--- src/rtl/parity_check.sv ---
// ---------------------------------------------------------------------------
// parity_check
//   Receive-side checker for the even-parity link. It accepts a codeword
//   {parity_bit, data}, folds it one bit per clock into a running XOR, and
//   then reports the recovered payload, a parity-error flag and a one-cycle
//   done strobe. It also keeps a saturating count of bad codewords.
//
//   state | meaning
//   ------+-----------------------------------------------------------------
//   IDLE  | waiting for start; codeword is latched on the accepting edge
//   SHIFT | folding one codeword bit per clock into the accumulator
//   DONE  | one-cycle result strobe; start here chains the next codeword
//
// Ports
//   clk        : clock, rising edge
//   rst        : synchronous active-high reset
//   codeword   : {parity_bit, data}, sampled only on the accepting edge
//   start      : request to check codeword (ignored while busy)
//   busy       : high while shifting
//   done       : one-cycle strobe, result valid
//   data_out   : recovered payload, held until the next done
//   parity_err : odd parity seen, held until the next done
//   err_cnt    : saturating count of bad codewords
// ---------------------------------------------------------------------------
module parity_check #(
    parameter int DATA_W    = 5,
    parameter int ERR_CNT_W = 4
) (
    input  logic                 clk,
    input  logic                 rst,
    input  logic [DATA_W:0]      codeword,
    input  logic                 start,
    output logic                 busy,
    output logic                 done,
    output logic [DATA_W-1:0]    data_out,
    output logic                 parity_err,
    output logic [ERR_CNT_W-1:0] err_cnt
);

    localparam int CNT_W = $clog2(DATA_W + 1);
    localparam logic [CNT_W-1:0] LAST_BIT = CNT_W'(DATA_W);

    localparam logic [1:0] S_IDLE  = 2'd0;
    localparam logic [1:0] S_SHIFT = 2'd1;
    localparam logic [1:0] S_DONE  = 2'd2;

    logic [1:0]           state_q, state_d;
    logic [DATA_W:0]      sreg_q, sreg_d;
    logic [DATA_W-1:0]    payload_q, payload_d;
    logic                 acc_q, acc_d;
    logic [CNT_W-1:0]     cnt_q, cnt_d;
    logic                 busy_q, busy_d;
    logic                 done_q, done_d;
    logic [DATA_W-1:0]    data_out_q, data_out_d;
    logic                 parity_err_q, parity_err_d;
    logic [ERR_CNT_W-1:0] err_cnt_q, err_cnt_d;
    logic                 final_par;

    // Parity including the bit being consumed this cycle; on the last
    // SHIFT edge that bit is the transmitted parity bit.
    assign final_par = acc_q ^ sreg_q[0];

    always_comb begin
        state_d      = state_q;
        sreg_d       = sreg_q;
        payload_d    = payload_q;
        acc_d        = acc_q;
        cnt_d        = cnt_q;
        done_d       = done_q;
        data_out_d   = data_out_q;
        parity_err_d = parity_err_q;
        err_cnt_d    = err_cnt_q;

        case (state_q)
            S_IDLE: begin
                if (start) begin
                    sreg_d    = codeword;
                    payload_d = codeword[DATA_W-1:0];
                    acc_d     = 1'b0;
                    cnt_d     = '0;
                    state_d   = S_SHIFT;
                end
            end
            S_SHIFT: begin
                acc_d  = final_par;
                sreg_d = sreg_q >> 1;
                cnt_d  = cnt_q + CNT_W'(1);
                if (cnt_q == LAST_BIT) begin
                    parity_err_d = final_par;
                    data_out_d   = payload_q;
                    done_d       = 1'b1;
                    state_d      = S_DONE;
                    if (final_par && (err_cnt_q != '1)) begin
                        err_cnt_d = err_cnt_q + ERR_CNT_W'(1);
                    end
                end
            end
            S_DONE: begin
                done_d = 1'b0;
                if (start) begin
                    sreg_d    = codeword;
                    payload_d = codeword[DATA_W-1:0];
                    acc_d     = 1'b0;
                    cnt_d     = '0;
                    state_d   = S_SHIFT;
                end else begin
                    state_d = S_IDLE;
                end
            end
            default: begin
                state_d = S_IDLE;
            end
        endcase

        // busy is registered from the next state so it stays a flop output.
        busy_d = (state_d == S_SHIFT);
    end

    always_ff @(posedge clk) begin
        if (rst) begin
            state_q      <= S_IDLE;
            sreg_q       <= '0;
            payload_q    <= '0;
            acc_q        <= 1'b0;
            cnt_q        <= '0;
            busy_q       <= 1'b0;
            done_q       <= 1'b0;
            data_out_q   <= '0;
            parity_err_q <= 1'b0;
            err_cnt_q    <= '0;
        end else begin
            state_q      <= state_d;
            sreg_q       <= sreg_d;
            payload_q    <= payload_d;
            acc_q        <= acc_d;
            cnt_q        <= cnt_d;
            busy_q       <= busy_d;
            done_q       <= done_d;
            data_out_q   <= data_out_d;
            parity_err_q <= parity_err_d;
            err_cnt_q    <= err_cnt_d;
        end
    end

    assign busy       = busy_q;
    assign done       = done_q;
    assign data_out   = data_out_q;
    assign parity_err = parity_err_q;
    assign err_cnt    = err_cnt_q;

endmodule

--- config.mk ---
export PLATFORM = sky130hd
export DESIGN_NAME = parity_check
export DESIGN_NICKNAME = d
export VERILOG_FILES = /design/src/rtl/parity_check.sv
export SDC_FILE = /design/constraint.sdc
export NUM_CORES = 1
export LEC_CHECK = 0
export CAP_MARGIN = 20
export CORE_UTILIZATION = 60
export CTS_CLUSTER_DIAMETER = 30
export DETAILED_ROUTE_END_ITERATION = 10
export DONT_BUFFER_PORTS = 1
export PLACE_DENSITY = 0.76
export SLEW_MARGIN = 30
export SYNTH_ARGS = -nofsm -noshare
export SYNTH_HDL_FRONTEND = slang
export SYNTH_SLANG_ARGS = --single-unit
--- constraint.sdc ---
create_clock -name clk -period 2.2 [get_ports clk]
set_input_delay 0.44 -clock clk [delete_from_list [all_inputs] [get_ports clk]]
set_output_delay 0.44 -clock clk [all_outputs]
set_load 0.03 [all_outputs]
* After elaboration in Yosys (flattened, before gate mapping) *
Index checks and enable logic that the tools add are counted.

word-level totals
  register bits = 29
  input port bits = 9
  output and inout port bits = 12
  word-level logic and storage cells = 42

cells by class
  add/subtract/negate cells = 2
  equality and inequality tests = 7
  mux-type cells = 12
  bitwise logic cells = 1
  reduce and logical (&&, ||, !) cells = 10

operators with widths
  cell                                                                    number
  6-bit one-hot mux with 2 select lines                                   1
  2-bit AND reduction                                                     4
  6-bit two-way mux                                                       1
  2-bit one-hot mux with 3 select lines                                   1
  3-bit one-hot mux with 2 select lines                                   1
  4-bit by 1-bit adder with 4-bit output (second input constant)          1
  2-bit by 1-bit equality test with 1-bit output (second input constant)  2
  2-bit two-way mux                                                       2
  4-bit != test (second input constant)                                   1
  1-bit one-hot mux with 2 select lines                                   2
  2-bit nonzero test                                                      2
  3-bit by 1-bit adder with 3-bit output (second input constant)          1
  3-bit equality test (second input constant)                             1
  1-bit two-way mux                                                       3
  3-bit two-way mux                                                       1
  3-bit AND reduction                                                     1
  2-bit equality test (second input constant)                             1
  2-bit logical NOT                                                       1
  2-bit by 1-bit != test with 1-bit output (second input constant)        1
  2-bit != test (second input constant)                                   1
  2-bit OR reduction                                                      1
  1-bit logical AND                                                       1
  1-bit bitwise XOR                                                       1

* Longest topological paths before layout *
  depth after elaboration = 4
  mapped depth = 6
  gate-level depth less buffers = 5

* Least setup slack after synthesis *
OpenSTA, ideal clock, no wires.

  kind = register to register
  start point = register err_cnt_q[0], in the netlist err_cnt[0]
  end point = register err_cnt_q[0], in the netlist err_cnt[0]
  setup time = 123 ps
  arrival time = 1357 ps
  required time = 2077 ps
  path slack = 720 ps
  cell stages (with the launch flop) = 4
  path buffers = 0
  period minus slack after synthesis = 1480 ps
  cell sequence = dfxtp_1 -> ha_1 -> a311oi_2 -> mux2_1

on the way
  longest elaborated chain between the ends = 3
  elaborated cells on any way between the ends = 4
  those cells by class = add/sub (1); eq/ne (1); reduce/logical (2)

ends and longest elaborated chain
  what                                                                            line  text
  from (decl)                                                                     56    logic [ERR_CNT_W-1:0] err_cnt_q, err_cnt_d;
  from (signal assigned)                                                          141   err_cnt_q <= err_cnt_d;
  branches (longest 3 deep; another with 4-bit by 1-bit adder with 4-bit output)  --

Several ways; the timed one is not identified.
A chain may end at the register's enable or synchronous reset.

* Final worst setup path *
  start point = register state_q[0]
  end point = register err_cnt_q[0], in the netlist err_cnt[0]

on the way
  longest elaborated chain between the ends = 2

ends and longest elaborated chain
  what                                            line  text
  from (decl)                                     47    logic [1:0] state_q, state_d;
  from (signal assigned)                          132   state_q <= state_d;
  2-bit by 1-bit equality test with 1-bit output  74    case (state_q)
  3-bit AND reduction (no line)                   --

Every way passes these cells.

==> results.py <==
metrics = {
    "worst_setup_path": {
        "startpoint_type": "flop",
        "critPathMaxFanout": 9,
        "cp-startpoint": "state_q[0]",
        "worst_ep_arrival_time_ps": 1830,
        "crit_type": "reg -> reg",
        "cp_capture_type": "flop",
        "cp.required_ps": 2410,
        "ff2ff_path_depth": 4,
        "worstReg2RegStart": "state_q[0]",
    },
    "routing": {
        "ant_nets": 0,
        "drc": 0,
        "routed_wire_length_per_instance_um": 13.52,
        "drt_iter0_markers": 8,
        "avgViaCountPerCell": 5.794,
        "routed_wirelength_mm": 2.231,
        "dr_total_vias": 956,
        "drt_pass1_iterations": 4,
    },
    "synthesis": {
        "synth_commonest_cells": "29 x sky130_fd_sc_hd__dfxtp_1, 25 x sky130_fd_sc_hd__nand2_1, 16 x sky130_fd_sc_hd__a21oi_1",
        "synth.largest_area_cell": "sky130_fd_sc_hd__dfxtp_1",
        "syn_area_sq_um": 1216,
        "synth_compound_area_frac": 0.1698,
        "synth_warnings": 0,
        "leading_cell_type_by_number_of_instances_after_synthesis": "sky130_fd_sc_hd__dfxtp_1",
        "proportion_of_synthesized_area_in_mux_cells": 0.05864,
        "synth_fp_nets": 150,
        "synth_seq_area_share": 0.4774,
        "avgSynthCellArea_sq_um": 8.813,
        "post_synth_fa_ha_maj_area_fraction": 0.03086,
        "synth-xor-area-share": 0.01440,
        "syn-instance-count": 138,
        "dominantRegCellSynth": "sky130_fd_sc_hd__dfxtp_1",
        "synthArstFlopShare": 0,
        "count_of_flip_flops_with_a_built_in_enable_after_synthesis": 0,
        "synthTopCellsByArea": "sky130_fd_sc_hd__dfxtp_1 48%, sky130_fd_sc_hd__nand2_1 7.7%, sky130_fd_sc_hd__a21oi_1 6.6%",
        "yosys.area.top_type_share": 0.4774,
        "synth-simple-area-share": 0.2027,
        "ys_types": 27,
        "synth_top_family_by_area": "simple AND/OR/NAND/NOR gates",
        "synth-seq-cells": 29,
    },
    "grt": {
        "grt_antenna_before_repair": 0,
        "gr-total-overflow": 0,
        "first_global_vias": 891,
        "grt_pass1_wl_mm": 3.588,
        "grt_usage": 0.2420,
        "grt_start_max_net_pins": 32,
    },
    "worst_hold_path": {
        "hold_class": "in -> reg",
        "count_of_cells_along_the_worst_hold_path": 1,
        "hold_path_startpoint": "rst",
    },
    "clock_network": {
        "cts_setup_buffers": 0,
        "hold_fix_buffers_cts": 0,
        "worstSkewPairLatency_ps": 320,
        "cts_root_buffer": "sky130_fd_sc_hd__clkbuf_4",
        "tritoncts.num_buffers": 5,
        "cts_max_level": 2,
        "cts_tree": "done",
        "total_of_cells_resized_after_clock_tree_synthesis": 0,
        "cts_max_path_buffers": 2,
        "clk_pin_slew_ps": 90,
        "clock-sinks": 29,
    },
    "pwr": {
        "power_frac_seq": 0.601,
        "power-per-cell-area_nw_per_um2": 742.2,
        "ir_drop_v": 0.0005711,
        "power.leakage_nw": 0.4512,
        "power_mw": 0.9481,
        "comb_power_share": 0.089,
        "sw_frac_of_total": 0.2485,
        "p_switching_mw": 0.2356,
        "pwr-share-clk": 0.310,
        "intPower_mw": 0.7125,
    },
    "sta": {
        "timing.final.crit_share": 0.7329,
        "maxSlewViolCount": 0,
        "achievable-frequency_ghz": 0.6202,
        "fin_tns_setup_ps": 0,
        "post-route-min-period_ps": 1612,
        "setup_repair_after_global_routing_missed_its_margin": "false",
        "holdWs_ps": 178.9,
        "slew_headroom": 0.5782,
        "finalClockSkew_ps": 11.74,
        "finalSetupViolations": 0,
        "timing.final.hold_violations": 0,
        "timing_worst_slew_pin_value_ps": 631.4,
    },
    "job": {
        "max_cap_violations": 0,
    },
    "die": {
        "core_sq_um": 1821,
        "num_rows": 15,
        "die-width_um": 47.02,
        "io_pins": 21,
        "floorplan.die.height_um": 47.02,
        "initial_utilization": 0.6680,
        "fp.dieArea_sq_um": 2211,
    },
    "layout": {
        "stdcell_count": 165,
        "final_net_count": 151,
        "final_layout_size_suffix_gt1_frac": 0.06429,
        "insertedDiodeCount": 0,
        "flow.area_growth_from_synthesis_pct": 5.042,
    },
    "place": {
        "buffer_ports.inserted": 0,
        "post-place-cells": 157,
        "dp_hpwl_mm": 1.593,
        "globalplace.congestion": 0.8205,
    },
    "status": {
        "status": "finished clean",
    },
}
## routing by layer
layer / track usage / vias to the layer above / part of all wire
li1: - / 484 / -
met1: 0.2926 / 446 / 0.44
met2: 0.3639 / 24 / 0.49
met3: 0.09615 / 2 / 0.066
met4: 0.1429 / 0 / 0.0072
met5: 0 / - / 0
## registers in the layout, summed over array words and instances, names as in the netlist
name,flops
sreg_q,6
data_out,5
payload_q,5
err_cnt,4
cnt_q,3
state_q,2
acc_q,1
busy,1
done,1
parity_err,1
## layout make-up
| cell class | count | area, sq um |
|---|---|---|
| fillers | 158 | 543.0 |
| well taps | 25 | 31.28 |
| multi-input cells | 96 | 579.3 |
| flip-flops and latches | 29 | 580.6 |
| repair buffers | 3 | 22.52 |
| inverters | 4 | 15.01 |
| clock buffers | 8 | 48.80 |
## kinds of logic (layout without fill, tap and decap cells)
| group | after synthesis | in the layout |
|---|---|---|
| simple gates | 51 | 51 |
| compound gates | 33 | 33 |
| flops | 29 | 29 |
| buf+inv | 13 | 15 |
| mux | 7 | 7 |
| fa+ha+maj | 3 | 3 |
| xor+xnor | 2 | 2 |
## power groups by stage
stage | clock [mW] | sequential [mW] | combinational, mW
floorplan | 0 | 0.577 | 0.0777
global placement | 0 | 0.580 | 0.0821
detailed placement | 0 | 0.582 | 0.0848
CTS | 0.304 | 0.570 | 0.0850
global route | 0.318 | 0.573 | 0.0963
finish | 0.294 | 0.570 | 0.0842
## path summary, 6_finish.rpt
check | to | slack [ps]
worst max-delay path | err_cnt[0] | 590
worst min-delay path | payload_q[0] | 180
worst max register to register | err_cnt[0] | 590
worst min register to register | data_out[2] | 450
## layout by cell type, fill, tap and decap left out, types with 2 or more instances in the layout
cell	instances
sky130_fd_sc_hd__a211oi_1	8
sky130_fd_sc_hd__a21oi_1	16
sky130_fd_sc_hd__a311oi_1	2
sky130_fd_sc_hd__a31oi_1	3
sky130_fd_sc_hd__buf_4	3
sky130_fd_sc_hd__clkbuf_1	3
sky130_fd_sc_hd__clkbuf_4	5
sky130_fd_sc_hd__dfxtp_1	29
sky130_fd_sc_hd__ha_1	3
sky130_fd_sc_hd__inv_1	4
sky130_fd_sc_hd__mux2i_1	6
sky130_fd_sc_hd__nand2_1	25
sky130_fd_sc_hd__nand2b_1	5
sky130_fd_sc_hd__nand3_1	2
sky130_fd_sc_hd__nor2_1	5
sky130_fd_sc_hd__nor2b_1	3
sky130_fd_sc_hd__nor3_1	5
sky130_fd_sc_hd__nor4b_1	2
sky130_fd_sc_hd__o21ai_0	3
## metrics by stage
step                  util  area, sq um  setup WS (ps)
floorplan                -         1216          719.5
global placement    0.6749         1229          642.5
detailed placement  0.6749         1229          595.2
CTS                 0.7017         1277          581.2
global route        0.7017         1277          458.8
finish              0.7017         1277          587.6
## critical path: stages, from the launching register on
cell and delay [ps]:
sky130_fd_sc_hd__dfxtp_1 450, sky130_fd_sc_hd__buf_4 220, sky130_fd_sc_hd__nand4b_1 150, sky130_fd_sc_hd__a311oi_2 340
sky130_fd_sc_hd__mux2_1 350
Note: power is estimated with default switching activity, not from simulation.
